==> config.mk <==
export PLATFORM = sky130hd
export DESIGN_NAME = song_sequencer_ctrl
export DESIGN_NICKNAME = d
export VERILOG_FILES = /design/src/rtl/song_sequencer_ctrl.sv
export SDC_FILE = /design/constraint.sdc
export NUM_CORES = 1
export LEC_CHECK = 0
export ABC_AREA = 1
export BUFFER_PORTS_ARGS = -buffer_cell sky130_fd_sc_hd__buf_2
export CAP_MARGIN = 15
export CORE_ASPECT_RATIO = 0.8
export CORE_UTILIZATION = 57
export CTS_CLUSTER_SIZE = 14
export DETAILED_ROUTE_END_ITERATION = 6
export GPL_TIMING_DRIVEN = 0
export PLACE_DENSITY = 0.77
export SETUP_SLACK_MARGIN = 0.2
export SYNTH_ARGS = -nofsm -noshare
export SYNTH_HDL_FRONTEND = slang
export SYNTH_SLANG_ARGS = --single-unit
==> constraint.sdc <==
create_clock -name CLK -period 1.7 [get_ports CLK]
set_input_delay 0.085 -clock CLK [delete_from_list [all_inputs] [get_ports CLK]]
set_output_delay 0.085 -clock CLK [all_outputs]
set_load 0.02 [all_outputs]
==> src/rtl/song_sequencer_ctrl.sv <==
// Song ROM sequencer with beat timebase, play/pause/stop control and
// live-keyboard override of the shared tone-generator note bus.
module song_sequencer_ctrl #(
  parameter int unsigned       NOTE_W   = 4,
  parameter int unsigned       ADDR_W   = 6,
  parameter int unsigned       BEAT_DIV = 12500000,
  parameter logic [NOTE_W-1:0] END_CODE = 4'hF
) (
  input  logic              CLK,
  input  logic              RESET,
  input  logic              play,
  input  logic              stop,
  input  logic              loop_en,
  input  logic              key_valid,
  input  logic [NOTE_W-1:0] key_note,
  output logic [ADDR_W-1:0] rom_addr,
  input  logic [NOTE_W-1:0] rom_data,
  output logic [NOTE_W-1:0] note_out,
  output logic              src_manual,
  output logic              busy,
  output logic              beat
);

  localparam int unsigned      CNT_W = (BEAT_DIV > 1) ? $clog2(BEAT_DIV) : 1;
  localparam logic [CNT_W-1:0] CNT_TC = CNT_W'(BEAT_DIV - 1);

  typedef enum logic [2:0] {
    S_IDLE    = 3'd0,
    S_FETCH_A = 3'd1,
    S_FETCH_D = 3'd2,
    S_PLAY    = 3'd3,
    S_PAUSE   = 3'd4
  } state_t;

  state_t            state, state_d;
  logic [CNT_W-1:0]  cnt, cnt_d;
  logic [NOTE_W-1:0] cur_note, cur_note_d;
  logic [ADDR_W-1:0] addr_d;
  logic [NOTE_W-1:0] note_d;
  logic              src_d;
  logic              busy_d;
  logic              beat_d;

  // State, sequencing registers and registered outputs
  always_ff @(posedge CLK or posedge RESET) begin
    if (RESET) begin
      state      <= S_IDLE;
      cnt        <= '0;
      cur_note   <= '0;
      rom_addr   <= '0;
      note_out   <= '0;
      src_manual <= 1'b0;
      busy       <= 1'b0;
      beat       <= 1'b0;
    end else begin
      state      <= state_d;
      cnt        <= cnt_d;
      cur_note   <= cur_note_d;
      rom_addr   <= addr_d;
      note_out   <= note_d;
      src_manual <= src_d;
      busy       <= busy_d;
      beat       <= beat_d;
    end
  end

  // Next-state, sequencing and note-bus arbitration
  always_comb begin
    state_d    = state;
    cnt_d      = cnt;
    cur_note_d = cur_note;
    addr_d     = rom_addr;
    beat_d     = 1'b0;
    note_d     = '0;
    src_d      = 1'b0;
    busy_d     = 1'b0;

    unique case (state)
      S_IDLE: begin
        if (play && !stop) begin
          cur_note_d = '0;
          state_d    = S_FETCH_A;
        end
      end
      S_FETCH_A: state_d = S_FETCH_D;
      S_FETCH_D: begin
        if (rom_data == END_CODE) begin
          // An END at address 0 is an empty song: never loop on it.
          addr_d  = '0;
          state_d = (loop_en && (rom_addr != '0)) ? S_FETCH_A : S_IDLE;
        end else begin
          cur_note_d = rom_data;
          cnt_d      = '0;
          state_d    = S_PLAY;
        end
      end
      S_PLAY: begin
        // play wins over terminal count; the held count fires on resume
        if (play) begin
          state_d = S_PAUSE;
        end else if (cnt == CNT_TC) begin
          beat_d  = 1'b1;
          addr_d  = rom_addr + ADDR_W'(1);
          cnt_d   = '0;
          state_d = S_FETCH_A;
        end else begin
          cnt_d = cnt + CNT_W'(1);
        end
      end
      S_PAUSE: begin
        if (play) state_d = S_PLAY;
      end
      default: state_d = S_IDLE;
    endcase

    if (stop && (state != S_IDLE)) begin
      state_d = S_IDLE;
      addr_d  = '0;
      cnt_d   = '0;
      beat_d  = 1'b0;
    end

    busy_d = (state_d != S_IDLE);

    if (key_valid) begin
      note_d = key_note;
      src_d  = 1'b1;
    end else if ((state_d == S_PLAY) || (state_d == S_FETCH_A) || (state_d == S_FETCH_D)) begin
      note_d = cur_note_d;
    end
  end

endmodule

==> summary.md, run 1 <==
| Metric | Value |
|---|---|
| WL/cell | `18.67 um` |
| DP HPWL | `4390 um` |
| Clk buf depth | `2` |
| Sequential-to-total area share from yosys stat | `0.4137` |
| Hold slack | `58.97 ps` |
| Main synth FF type | `dfrtp_1` |
| FMAX | `576.5 MHz` |
| Nets | `466` |
| Lkg Pwr | `1.798 nW` |
| Largest net degree at the start of global routing | `33` |
| Num ports | `27` |
| Crit path kind | `reg -> reg` |
| EDFF count, synth | `0` |
| Final WL | `9465 um` |
| Initial antenna violation count | `0` |
| Crit Path Max Fanout | `8` |
| Power Dens Cells | `1127 nW/um^2` |
| Outcome | `finished with violations` |
| Initial Util | `0.6139` |
| Antenna Violating Nets Remaining | `0` |
| Global placer's final weighted congestion | `0.8773` |
| TritonCTS Sinks | `44` |
| CP arrival | `1950 ps` |
| Fin. max-slew vios | `0` |
| Most frequent CP cell | `nor2_4` |
| CTS tree | `yes` |
| Slowest CP cell | `dfrtp_1` |
| Drt pass-1 iters | `6` |
| CP startpoint kind | `flip-flop` |
| Area grow syn2layout | `44.15%` |
| First-pass GRT wire length | `12250 um` |
| CP peak stage delay | `390 ps` |
| H-tree Lvls | `2` |
| Layout Skew | `15.96 ps` |
| Synth warn | `0` |
| Period utilization | `1.020` |
| Worst Path Required | `1920 ps` |
| Synthesized instance count | `360` |
| Worst hold path class | `in -> reg` |
| Max-cap viol count | `0` |
| Detailed Route Iter0 Violations | `374` |
| N_diodes | `0` |
| DR vias | `3129` |
| Setup WS post-layout | `-34.53 ps` |
| DRC violations left | `0` |
| Netlist cell types | `32` |
| Clk pin slew, worst setup/hold paths | `100 ps` |
| Row cnt | `21` |
| Final setup fails | `2` |
| P_int | `2.475 mW` |
| CTS Buf Count | `5` |
| Crit-path cells | `nand2_1 > nor2_4 > inv_2 > nor2_4 > nand3_2 > nand2_4 > nand2_8 > buf_8 > o21ai_1 > nor2_1` |
| Design area | `3836 um^2` |
| GR Util All Layers | `0.3202` |
| Failing checks | `setup timing` |
| Total Power | `4.324 mW` |
| Placed Area | `2885 um^2` |
| Clock network power share | `0.166` |
| Switch Pwr | `1.849 mW` |
| Vias in the first global route | `2685` |
| Sw frac | `0.4275` |
| Root buffer cell | `clkbuf_8` |
| Fillers | `192` |
| Worst rel slew slack | `0.7442` |
| Layout cells sized above 1 | `0.4311` |
| Grt total ovfl | `0` |
| Syn Area/Cell | `7.393 um^2` |
| Die ar. | `4948 um^2` |
| Via/cell ratio | `6.172` |
| CP Capture Type | `flip-flop` |
| Core area | `4335 um^2` |
| #FFs+latches synth | `44` |
| Chip width | `78.40 um` |
| Minimum clock period | `1735 ps` |
| Comb pwr share | `0.548` |
| Mapped cell area | `2661 um^2` |
| Post-synth ARST share | `1.000` |
| Reg power frac | `0.286` |
| Final hold vios | `0` |
| Height of the die | `63.12 um` |
| Worst-margin pin slew | `381.6 ps` |
| Worst IR Drop VDD | `0.0009638 V` |
| Syn_nets | `377` |
| RSZ-0062 raised after global routing | `true` |
| Port bufs | `26` |
| Clock Latency Late Sink | `330 ps` |
layer usage:
layer	share of wire	wire, um	track usage
met3	0.10	962	0.06957
met4	0.050	474	0.1181
met5	0	0	0
met1	0.38	3596	0.4300
met2	0.47	4431	0.5088
per-stage QoR:
step,cells,util,TNS (ps),setup slack (ps)
after global routing,507,0.8848,-391.1,-108.0
after global placement,443,0.6609,-1211,-50.49
after detailed placement,444,0.6655,-70.28,-38.84
after CTS,492,0.8063,0,148.5
final,507,0.8848,-39.81,-34.53
after floorplan,360,-,0,227.0
flip-flops by register name, indices dropped and copies added (netlist names):
signal and cells:
note_out 4, cnt 24, state 3, src_manual 1, cur_note 4, beat 1
busy 1, rom_addr 6
final timing paths:
check	startpoint	end	slack (ps)	cells after the start
max reg2reg	cnt[10]	cnt[4]	-30	10
min in group asynchronous	RESET	cur_note[2]	240	3
max	cnt[10]	cnt[4]	-30	10
max in group asynchronous	RESET	cnt[13]	940	4
min reg2reg	cur_note[1]	cur_note[1]	510	2
min	rom_data[1]	cur_note[1]	60	3
worst max-delay path: cells and delay by family (launching register included):
kind                   cells  cell delay (ps)
buffers and inverters      2              240
AO/OA/AOI/OAI              1              100
AND/OR/NAND/NOR            7              890
flip-flops                 1              390
synthesized netlist by cell type (3+ instances only):
cell	n	area share
nand2_1	95	0.13
nor2_1	51	0.072
dfrtp_1	44	0.41
inv_1	42	0.059
nand3_1	27	0.051
a21oi_1	14	0.026
nand4_1	12	0.028
nor3_1	9	0.017
o21ai_2	7	0.023
nor2_2	6	0.014
o21ai_1	6	0.011
o21ai_0	5	0.0094
inv_2	4	0.0056
nand2_2	4	0.0094
nand2_4	4	0.017
nand3b_1	4	0.011
buf_6	3	0.013
ha_1	3	0.014
nand3_2	3	0.011
cells by family after synthesis:
logic type,Yosys count,synth area share
DFF,44,0.4137
xor gates and xnor gates,1,0.003292
adders and majority gates,3,0.01411
AOI/OAI and AO/OA,36,0.08134
buffers and inverters,51,0.08462
and+or+nand+nor,225,0.4029
layout make-up:
type / instances / area [um^2] / share of cell area
repair buffers: 82 / 661.9 / 0.1725
clock inverters: 3 / 23.77 / 0.006197
flip-flops and latches: 44 / 1105 / 0.2880
clock buffers: 5 / 68.82 / 0.01794
inverters: 46 / 181.4 / 0.04729
well taps: 57 / 71.32 / 0.01859
multi-input cells: 265 / 1668 / 0.4348
plain buffers: 5 / 56.30 / 0.01468
power by group through the flow:
stage | logic (mW) | clock network (mW) | registers [mW]
6_report | 2.37 | 0.717 | 1.24
5_1_grt | 2.48 | 0.763 | 1.25
4_1_cts | 1.83 | 0.696 | 1.22
3_5_place_dp | 1.24 | 0 | 1.24
3_3_place_gp | 1.21 | 0 | 1.24
2_1_floorplan | 0.900 | 0 | 1.28
what timing repair did:
item,4_1_cts,5_1_grt
endpoints found under the setup margin,33,36
cloned,2,1
hold buffers,6,0
endpoints found under the hold margin,17,0
buffers inserted,32,14
resized for setup,49,62
pin swaps,12,21
cell usage in the layout (no fill, tap or decap), drive strengths merged:
cell and n:
nand4 12, and3 2, a21oi 14, o21ai 18, nand3 31, dfrtp 44, nor3 10, clkinv 1
nor2 60, xor2 1, a21o 1, o21a 2, buf 79, nand2 103, clkinvlp 3, nand3b 4
o211ai 1, ha 3, or2 2, clkbuf 7, dlygate4sd3 6, inv 45, nor4 1
Power figures use the tool's default switching activity.
==> inputs of run 2 (changes only) <==
SKIP_CTS_REPAIR_TIMING = 1   (was default)
==> run 2 against run 1 <==
The run still ends with setup timing left. First-iteration DRC count decreased by 18%. Clock skew decreased by 5.4 ps. Worst hold slack improved by 5.2 ps. Wire length decreased by 17%. Via count decreased by 9.1%. Maximum frequency decreased by 1.8%. Sequential share of layout area increased by 1.8 points. Flip-flop and latch count unchanged. Combinational power decreased by 19%. Final area decreased by 5.9%. Critical path type unchanged. Highest routed layer unchanged.
==> summary.md, run 2 (same netlist as run 1, synthesis figures left out) <==
| Metric | Value |
|---|---|
| Number of flip-flops in the largest register | `24 (unchanged)` |
| Lkg Pwr | `1.709 nW (-5.0%)` |
| Crit Path Max Fanout | `4 (-4)` |
| Port bufs | `26 (unchanged)` |
| Final hold vios | `0 (unchanged)` |
| Clk buf depth | `2 (unchanged)` |
| R2R Path End | `cnt[11]` |
| Hold Path Sink | `cur_note[3]` |
| Outcome | `finished with violations` |
| Placed Area | `2885 um^2 (unchanged)` |
| Detailed Route Iter0 Violations | `308 (-18%)` |
| Root buffer cell | `clkbuf_8` |
| H-tree Lvls | `2 (unchanged)` |
| Slowest CP cell | `dfrtp_1` |
| Via/cell ratio | `5.767 (-6.6%)` |
| Num ports | `27 (unchanged)` |
| Design area | `3610 um^2 (-5.9%)` |
| Worst path bufs/invs | `1 (-1)` |
| Power Dens Cells | `1067 nW/um^2 (-5.3%)` |
| Nets | `452 (-3.0%)` |
| DRC violations left | `0 (unchanged)` |
| Crit path kind | `reg -> reg` |
| CP Capture Type | `flip-flop` |
| Initial Util | `0.6139 (unchanged)` |
| R2R Setup Slk | `-70 ps (-30 ps)` |
| Row cnt | `21 (unchanged)` |
| Minimum clock period | `1766 ps (+31.40 ps)` |
| Post-route core utilization | `0.8326 (-0.05224)` |
| Setup TNS | `-163.7 ps (-123.9 ps)` |
| Commonest cells after routing, fill and taps aside | `76 x nand2_1, 42 x dfrtp_1, 41 x nor2_1` |
| Chip width | `78.40 um (unchanged)` |
| CP peak stage delay | `430 ps (+40 ps)` |
| Most flops, register | `cnt` |
| CP startpoint kind | `flip-flop` |
| CP arrival | `2020 ps (+70 ps)` |
| Clock Latency Late Sink | `310 ps (-20 ps)` |
| Grt total ovfl | `0 (unchanged)` |
| Drt pass-1 iters | `6 (unchanged)` |
| Worst-case reg-to-reg path depth | `8 (-2)` |
| Area grow syn2layout | `35.64%` |
| Worst IR Drop VDD | `0.0005959 V (-38%)` |
| Most frequent CP cell | `nand2_1` |
| CTS Buf Count | `5 (unchanged)` |
| Worst Path Required | `1950 ps (+30 ps)` |
| Hold path depth | `3 (unchanged)` |
| FMAX | `566.3 MHz (-1.8%)` |
| Hold Path Origin | `rom_data[3]` |
| CTS tree | `yes` |
| Antenna Violating Nets Remaining | `0 (unchanged)` |
| Clk pin slew, worst setup/hold paths | `90 ps (about the same)` |
| Failing checks | `setup timing` |
| Final WL | `7855 um (-17%)` |
| First-pass GRT wire length | `10210 um (-17%)` |
| TritonCTS Sinks | `44 (unchanged)` |
| Worst rel slew slack | `0.6240 (-0.1202)` |
| Layout Skew | `10.57 ps (-5.395 ps)` |
| Initial antenna violation count | `0 (unchanged)` |
| Largest registers | `cnt x24, rom_addr x6` |
| WL/cell | `15.93 um (-15%)` |
| Fin. max-slew vios | `0 (unchanged)` |
| Layout cells sized above 1 | `0.3693 (-0.06185)` |
| Worst-margin pin slew | `559.6 ps (+178.1 ps)` |
| Largest net degree at the start of global routing | `33 (unchanged)` |
| DR vias | `2843 (-9.1%)` |
| GR Util All Layers | `0.2631 (-0.05707)` |
| DP HPWL | `4390 um (unchanged)` |
| Delay-heaviest family, CP | `simple AND/OR/NAND/NOR gates` |
| RSZ-0062 raised after global routing | `true` |
| Reg2reg start | `cnt[3]` |
| Max-cap viol count | `0 (unchanged)` |
| Height of the die | `63.12 um (unchanged)` |
| Core area | `4335 um^2 (unchanged)` |
| Final setup fails | `3 (+1)` |
| Period utilization | `1.039 (+0.01847)` |
| Crit-path cells | `nand2_1 > nor2_2 > nand2_1 > nor2_4 > nand3_1 > o21ai_0 > nand2_1 > inv_1` |
| Setup WS post-layout | `-65.93 ps (-31.40 ps)` |
| Worst hold path class | `in -> reg` |
| N_diodes | `0 (unchanged)` |
| Global placer's final weighted congestion | `0.8773 (unchanged)` |
| Vias in the first global route | `2263 (-16%)` |
| Die ar. | `4948 um^2 (unchanged)` |
| Commonest non-fill, non-tap cell in the layout | `nand2_1` |
[run 2: changes by cell type in the layout (fill, tap and decap cells not counted), sizes merged]
cell and delta:
buf -15, nand3 +1
[run 2: power by group]
| group | leakage, nW | switching [mW] | internal (mW) | total (mW) |
|---|---|---|---|---|
| sequential | 0.595 | 0.0804 | 1.16 | 1.24 |
| clock | 0.0404 | 0.390 | 0.291 | 0.681 |
| combinational | 1.07 | 1.13 | 0.800 | 1.93 |
[run 2: worst max path at each step]
| stage | cells past startpoint | from | endpoint | slack [ps] |
|---|---|---|---|---|
| after floorplan | 10 | cnt[0] | cnt[18] | 230 |
| after global placement | 6 | cnt[0] | cnt[16] | -50 |
| after detailed placement | 6 | cnt[0] | cnt[16] | -40 |
| after CTS | 6 | cnt[0] | cnt[16] | -80 |
| after global routing | 8 | cnt[2] | cnt[19] | -120 |
| final | 8 | cnt[3] | cnt[11] | -70 |
[run 2: stage by stage]
stage               total power [mW]  hold slack (ps)  setup WS (ps)  std cells
detailed placement             2.480            52.14         -38.84        444
global placement               2.447            205.5         -50.49        443
global route                   4.058            82.33         -123.8        493
floorplan                      2.183            116.4          227.0        360
finish                         3.851            64.19         -65.93        493
CTS                            3.160           -287.7         -77.69        452
[run 2: layout make-up]
type,count,area [um^2]
inverter,46,181.4
clock buffer,5,68.82
timing repair buffer,67,510.5
multi-input combinational,266,1594
tap,57,71.32
fill,244,725.7
clock inverter,3,23.77
sequential,44,1104
buffer,5,56.30
[run 2: worst min-delay path, stage by stage]
cell     delay (ps)
buf_2           100
nand3_1          90
nand2_1          70
[run 2: metal layers]
metal | up-vias | global-route usage | part of all wire | wire length [um]
met2 | 188 | 0.3925 | 0.45 | 3520
met3 | 47 | 0.05072 | 0.085 | 671
met5 | - | 0 | 0 | 0
met1 | 1297 | 0.3840 | 0.42 | 3310
li1 | 1311 | - | - | -
met4 | 0 | 0.08565 | 0.045 | 352
